<file path="src/rtl/pipe_stall_ctrl.sv">
// Stall/flush sequencer for a 5-stage pipeline: merges hazard, redirect and memory-busy
// conditions into PC/pipeline-register controls, handles HALT drain and counts stalls.
module pipe_stall_ctrl #(
    parameter int DRAIN_CYCLES = 4,
    parameter int CNT_W        = 16
) (
    input  logic             clk,
    input  logic             rst,
    input  logic             hazStall,
    input  logic             imemStall,
    input  logic             dmemStall,
    input  logic             redirect_EX,
    input  logic [15:0]      redirectTgt,
    input  logic             halt_FD,
    output logic             pcWrite,
    output logic             pcRedirect,
    output logic [15:0]      redirectPc,
    output logic             en_FD,
    output logic             en_DX,
    output logic             en_EM,
    output logic             en_MW,
    output logic             flush_FD,
    output logic             bubble_DX,
    output logic             bubble_MW,
    output logic             halted,
    output logic [CNT_W-1:0] stallCnt,
    output logic [1:0]       dbg_state
);

    typedef enum logic [1:0] {
        RUN    = 2'd0,
        IWAIT  = 2'd1,
        DRAIN  = 2'd2,
        HALTED = 2'd3
    } state_t;

    localparam logic [3:0] DRAIN_LAST = 4'(DRAIN_CYCLES - 1);

    state_t           state_q, state_d;
    logic [15:0]      tgt_q, tgt_d;
    logic [3:0]       drain_q, drain_d;
    logic [CNT_W-1:0] cnt_q, cnt_d;
    logic             stall_cycle;

    always_comb begin
        pcWrite    = 1'b1;
        pcRedirect = 1'b0;
        redirectPc = redirectTgt;
        en_FD      = 1'b1;
        en_DX      = 1'b1;
        en_EM      = 1'b1;
        en_MW      = 1'b1;
        flush_FD   = 1'b0;
        bubble_DX  = 1'b0;
        bubble_MW  = 1'b0;
        halted     = 1'b0;
        state_d    = state_q;
        tgt_d      = tgt_q;
        drain_d    = drain_q;

        if (rst) begin
            pcWrite   = 1'b0;
            en_FD     = 1'b0;
            en_DX     = 1'b0;
            en_EM     = 1'b0;
            en_MW     = 1'b0;
            flush_FD  = 1'b1;
            bubble_DX = 1'b1;
            bubble_MW = 1'b1;
        end else begin
            case (state_q)
                RUN: begin
                    if (dmemStall) begin
                        // Frozen EX re-presents any redirect next cycle, so nothing is latched.
                        pcWrite   = 1'b0;
                        en_FD     = 1'b0;
                        en_DX     = 1'b0;
                        en_EM     = 1'b0;
                        bubble_MW = 1'b1;
                    end else if (redirect_EX) begin
                        flush_FD  = 1'b1;
                        bubble_DX = 1'b1;
                        if (imemStall) begin
                            pcWrite = 1'b0;
                            tgt_d   = redirectTgt;
                            state_d = IWAIT;
                        end else begin
                            pcRedirect = 1'b1;
                        end
                    end else if (hazStall) begin
                        pcWrite   = 1'b0;
                        en_FD     = 1'b0;
                        bubble_DX = 1'b1;
                    end else begin
                        if (imemStall) begin
                            pcWrite  = 1'b0;
                            flush_FD = 1'b1;
                        end
                        if (halt_FD) begin
                            drain_d = 4'd0;
                            state_d = DRAIN;
                        end
                    end
                end

                IWAIT: begin
                    // IF/ID only holds bubbles here, so hazard stalls are irrelevant.
                    pcWrite    = 1'b0;
                    flush_FD   = 1'b1;
                    redirectPc = tgt_q;
                    if (dmemStall) begin
                        en_FD     = 1'b0;
                        en_DX     = 1'b0;
                        en_EM     = 1'b0;
                        bubble_MW = 1'b1;
                    end else if (!imemStall) begin
                        pcWrite    = 1'b1;
                        pcRedirect = 1'b1;
                        state_d    = RUN;
                    end
                end

                DRAIN: begin
                    pcWrite  = 1'b0;
                    flush_FD = 1'b1;
                    if (dmemStall) begin
                        en_FD     = 1'b0;
                        en_DX     = 1'b0;
                        en_EM     = 1'b0;
                        bubble_MW = 1'b1;
                    end else begin
                        if (redirect_EX || hazStall) begin
                            bubble_DX = 1'b1;
                            en_FD     = redirect_EX;
                        end
                        drain_d = drain_q + 4'd1;
                        if (drain_q == DRAIN_LAST) begin
                            state_d = HALTED;
                        end
                    end
                end

                default: begin
                    halted  = 1'b1;
                    pcWrite = 1'b0;
                    en_FD   = 1'b0;
                    en_DX   = 1'b0;
                    en_EM   = 1'b0;
                    en_MW   = 1'b0;
                end
            endcase
        end
    end

    // IWAIT counts as stalled even when imemStall has just dropped.
    assign stall_cycle = (state_q != HALTED) &&
                         (dmemStall || hazStall || imemStall || (state_q == IWAIT));

    always_comb begin
        cnt_d = cnt_q;
        if (stall_cycle && (cnt_q != {CNT_W{1'b1}})) begin
            cnt_d = cnt_q + {{(CNT_W-1){1'b0}}, 1'b1};
        end
    end

    always_ff @(posedge clk) begin
        if (rst) begin
            state_q <= RUN;
            tgt_q   <= 16'd0;
            drain_q <= 4'd0;
            cnt_q   <= '0;
        end else begin
            state_q <= state_d;
            tgt_q   <= tgt_d;
            drain_q <= drain_d;
            cnt_q   <= cnt_d;
        end
    end

    assign stallCnt  = cnt_q;
    assign dbg_state = state_q;

endmodule
</file>
<file path="config.mk">
export PLATFORM = sky130hd
export DESIGN_NAME = pipe_stall_ctrl
export DESIGN_NICKNAME = d
export VERILOG_FILES = /design/src/rtl/pipe_stall_ctrl.sv
export SDC_FILE = /design/constraint.sdc
export NUM_CORES = 1
export LEC_CHECK = 0
export CAP_MARGIN = 20
export CORE_MARGIN = 2
export CORE_UTILIZATION = 40
export DETAILED_ROUTE_END_ITERATION = 8
export MAX_ROUTING_LAYER = met4
export PLACE_DENSITY = 0.72
export SLEW_MARGIN = 15
export SYNTH_ARGS = -nofsm -noshare
export SYNTH_HDL_FRONTEND = slang
export SYNTH_SLANG_ARGS = --single-unit
</file>
<file path="constraint.sdc">
create_clock -name clk -period 2.2 [get_ports clk]
set_clock_uncertainty 0.2 [all_clocks]
set_input_delay 0.44 -clock clk [delete_from_list [all_inputs] [get_ports clk]]
set_output_delay 0.44 -clock clk [all_outputs]
set_load 0.005 [all_outputs]
</file>
==> flow_summary.json <==
{
  "status": "finished with violations",
  "violations": "negative setup slack",
  "crit_start": "dbg_state[1]",
  "mappedNetlistArea_um2": 2300,
  "dp_hpwl_um": 4560,
  "routed_via_density": 5.33,
  "fin_crit_sh": 1.01,
  "min_period_ns": 2.23,
  "vias": 2446,
  "most-common-layout-cells": "buf_4, nand2_1, dfxtp_1, clkdlybuf4s50_1, a21oi_1",
  "core_um2": 5540,
  "clockBufferDepth": 2,
  "cp_cell_sequence": "inv_2 -> ha_4 -> nand2_4 -> buf_8 -> buf_4 -> mux2_4 -> buf_6",
  "min_from": "tgt_q[10]",
  "synth_edf_count": 0,
  "yosys_warnings": 0,
  "ys_async_sr_fraction": 0,
  "drive_gt1_frac": 0.336,
  "synth_cell_type_count": 54,
  "cp.required_ns": 1.56,
  "cts_made_buffers": 5,
  "cts_root_buffer": "clkbuf_8",
  "hold_path.class": "register to register",
  "synth_top_area_frac": 0.330,
  "tightest_slew_ns": 0.567,
  "postPlaceCellArea_um2": 3260,
  "synth_area_leader_cell": "dfxtp_1",
  "r2r_slack_ns": 0.10,
  "synth_nets": 305,
  "cts_tree": "yes",
  "die_area_um2": 6380,
  "startpoint_type": "register",
  "reg2reg_from": "dbg_state[0]",
  "avgRoutedWirePerCell_um": 14.5,
  "worstSetupEndpointType": "primary output",
  "ant_nets": 0,
  "wl_um": 6650,
  "synth_area_leaders": "dfxtp_1, mux2_2, a21oi_1, nand2_1, ha_1",
  "grt_max_degree": 30,
  "grt_use_total": 0.221,
  "antenna_found_initial": 0,
  "cp.arrival_ns": 1.59,
  "syn2layout_area_growth_pct": 58.1,
  "drc": 0,
  "timing.fmax_ghz": 0.449,
  "grt_pass1_wl_um": 11000,
  "maxCapViolCount": 0,
  "rsz0062_at_grt": "yes",
  "rows": 27,
  "synth_cells": 273,
  "place_congestion": 0.903,
  "clk_pin_slew_ns": 0.08,
  "grt_overflow_total": 0,
  "criticalPathCategory": "register to primary output",
  "drt_first_pass_iters": 4,
  "final_common_cell": "buf_4",
  "finalSetupViolations": 13,
  "max-slew-margin-rel": 0.622,
  "port_buffers": 66,
  "initialDrtViolationCount": 95,
  "synth.avg_cell_area_um2": 8.44,
  "cp_max_fo": 8,
  "setup_slack_ns": -0.0272,
  "dieHeight_um": 79.9,
  "cellLeakagePower_nw": 1.48,
  "ys_ff_latch": 38,
  "hold_violations": 0,
  "clock_latency_ns": 0.29,
  "critPathMaxStageDelay_ns": 0.33,
  "ios": 67,
  "ys_seq_area_frac": 0.330,
  "htree_num_levels": 2,
  "powerDensity_nw_per_um2": 543,
  "fill_cells": 443,
  "antenna_cells": 0,
  "die_x_um": 79.9,
  "cts_sinks": 38,
  "drv_slew": 0,
  "hold_slack_ns": 0.262,
  "cp_slowest_cell": "dfxtp_2",
  "total_power_w": 0.00198,
  "ir_drop_mv": 0.289,
  "start_util": 0.416,
  "final_area_um2": 3640,
  "synth_ff_type": "dfxtp_1",
  "nNetsFinal": 418,
  "grt_pass1_vias": 2330
}
flip-flops by register name (all words and copies together), names as in the netlist:
register and flops:
tgt_q 16, stallCnt 16, drain_q 4, dbg_state 2
area by class of cell:
type / instances / area (µm²) / share of cell area
sequential: 38 / 766 / 0.210
clock buffer: 5 / 68.8 / 0.0189
tap: 72 / 90.1 / 0.0247
clock inverter: 3 / 40.0 / 0.0110
timing repair buffer: 120 / 1100 / 0.302
multi-input combinational: 208 / 1530 / 0.419
inverter: 13 / 48.8 / 0.0134
through the flow:
| stage | setup TNS, ns | util | setup WS, ns | instances |
|---|---|---|---|---|
| finish | -0.227 | 0.658 | -0.0272 | 459 |
| global route | -0.993 | 0.658 | -0.0954 | 459 |
| CTS | -1.24 | 0.646 | -0.137 | 456 |
| detailed placement | -14.39 | 0.588 | -0.418 | 437 |
| global placement | -11.90 | 0.588 | -0.376 | 437 |
| floorplan | 0 | - | 0.0576 | 273 |
power breakdown:
part	internal (W)	leakage [nW]	total (W)	switching [W]
Combinational	0.000379	1.12	0.000653	0.000274
Sequential	0.000715	0.309	0.000738	0.0000236
Clock	0.000334	0.0579	0.000587	0.000254
Total	0.00143	1.48	0.00198	0.000551
what timing repair did:
action,4_1_cts,5_1_grt
hold buffers,0,0
gates cloned,1,0
pin swaps,5,7
setup endpoints to repair,37,26
resized for setup,137,19
setup buffers,10,5
worst paths after layout:
kind,end,depth (start not counted)
worst min-delay path,tgt_q[10],2
worst max-delay path,redirectPc[2],7
worst min register to register,tgt_q[10],2
worst max register to register,dbg_state[1],8
synth_stat cells (2+ instances only):
cell       instances
o2111ai_1          2
dfxtp_1           38
clkbuf_1           6
nor2b_1            5
buf_12             2
o31ai_1            6
or2_2              2
or4_1              8
and4_1             2
buf_2              2
inv_1             12
o41ai_1            2
ha_1               9
mux2i_1            4
nand3_1            3
nor2_1            17
nor3b_1            2
mux2_2            18
nor3_1             6
o21ai_0           10
nor4_1             6
or3_1              2
nand2_1           41
and4b_1            2
nand4_1            4
and2_1             2
clkbuf_8           2
and3_1             2
a21oi_1           31
critical path: cells and delay by family (launching register included):
kind / cells / cell delay (ns)
adder cells (fa/ha/maj): 1 / 0.15
buffers and inverters: 4 / 0.46
flip-flops: 1 / 0.33
multiplexers: 1 / 0.30
AND/OR/NAND/NOR: 1 / 0.06
per-layer routing:
metal	GRT usage	share of wire	wire, µm
met1	0.279	0.45	2990
met4	0.0678	0.011	74
met5	-	0	0
met2	0.363	0.49	3290
met3	0.0373	0.044	292
kinds of logic (layout without fill, tap and decap cells):
family | after synthesis | after routing | share of synthesized area
flip-flops | 38 | 38 | 0.330
adder cells (fa/ha/maj) | 9 | 9 | 0.0489
buffers and inverters | 27 | 141 | 0.0727
AND/OR/NAND/NOR | 114 | 114 | 0.274
multiplexers | 24 | 24 | 0.117
AO/OA/AOI/OAI | 61 | 61 | 0.157
(Power assumes the default switching activity.)
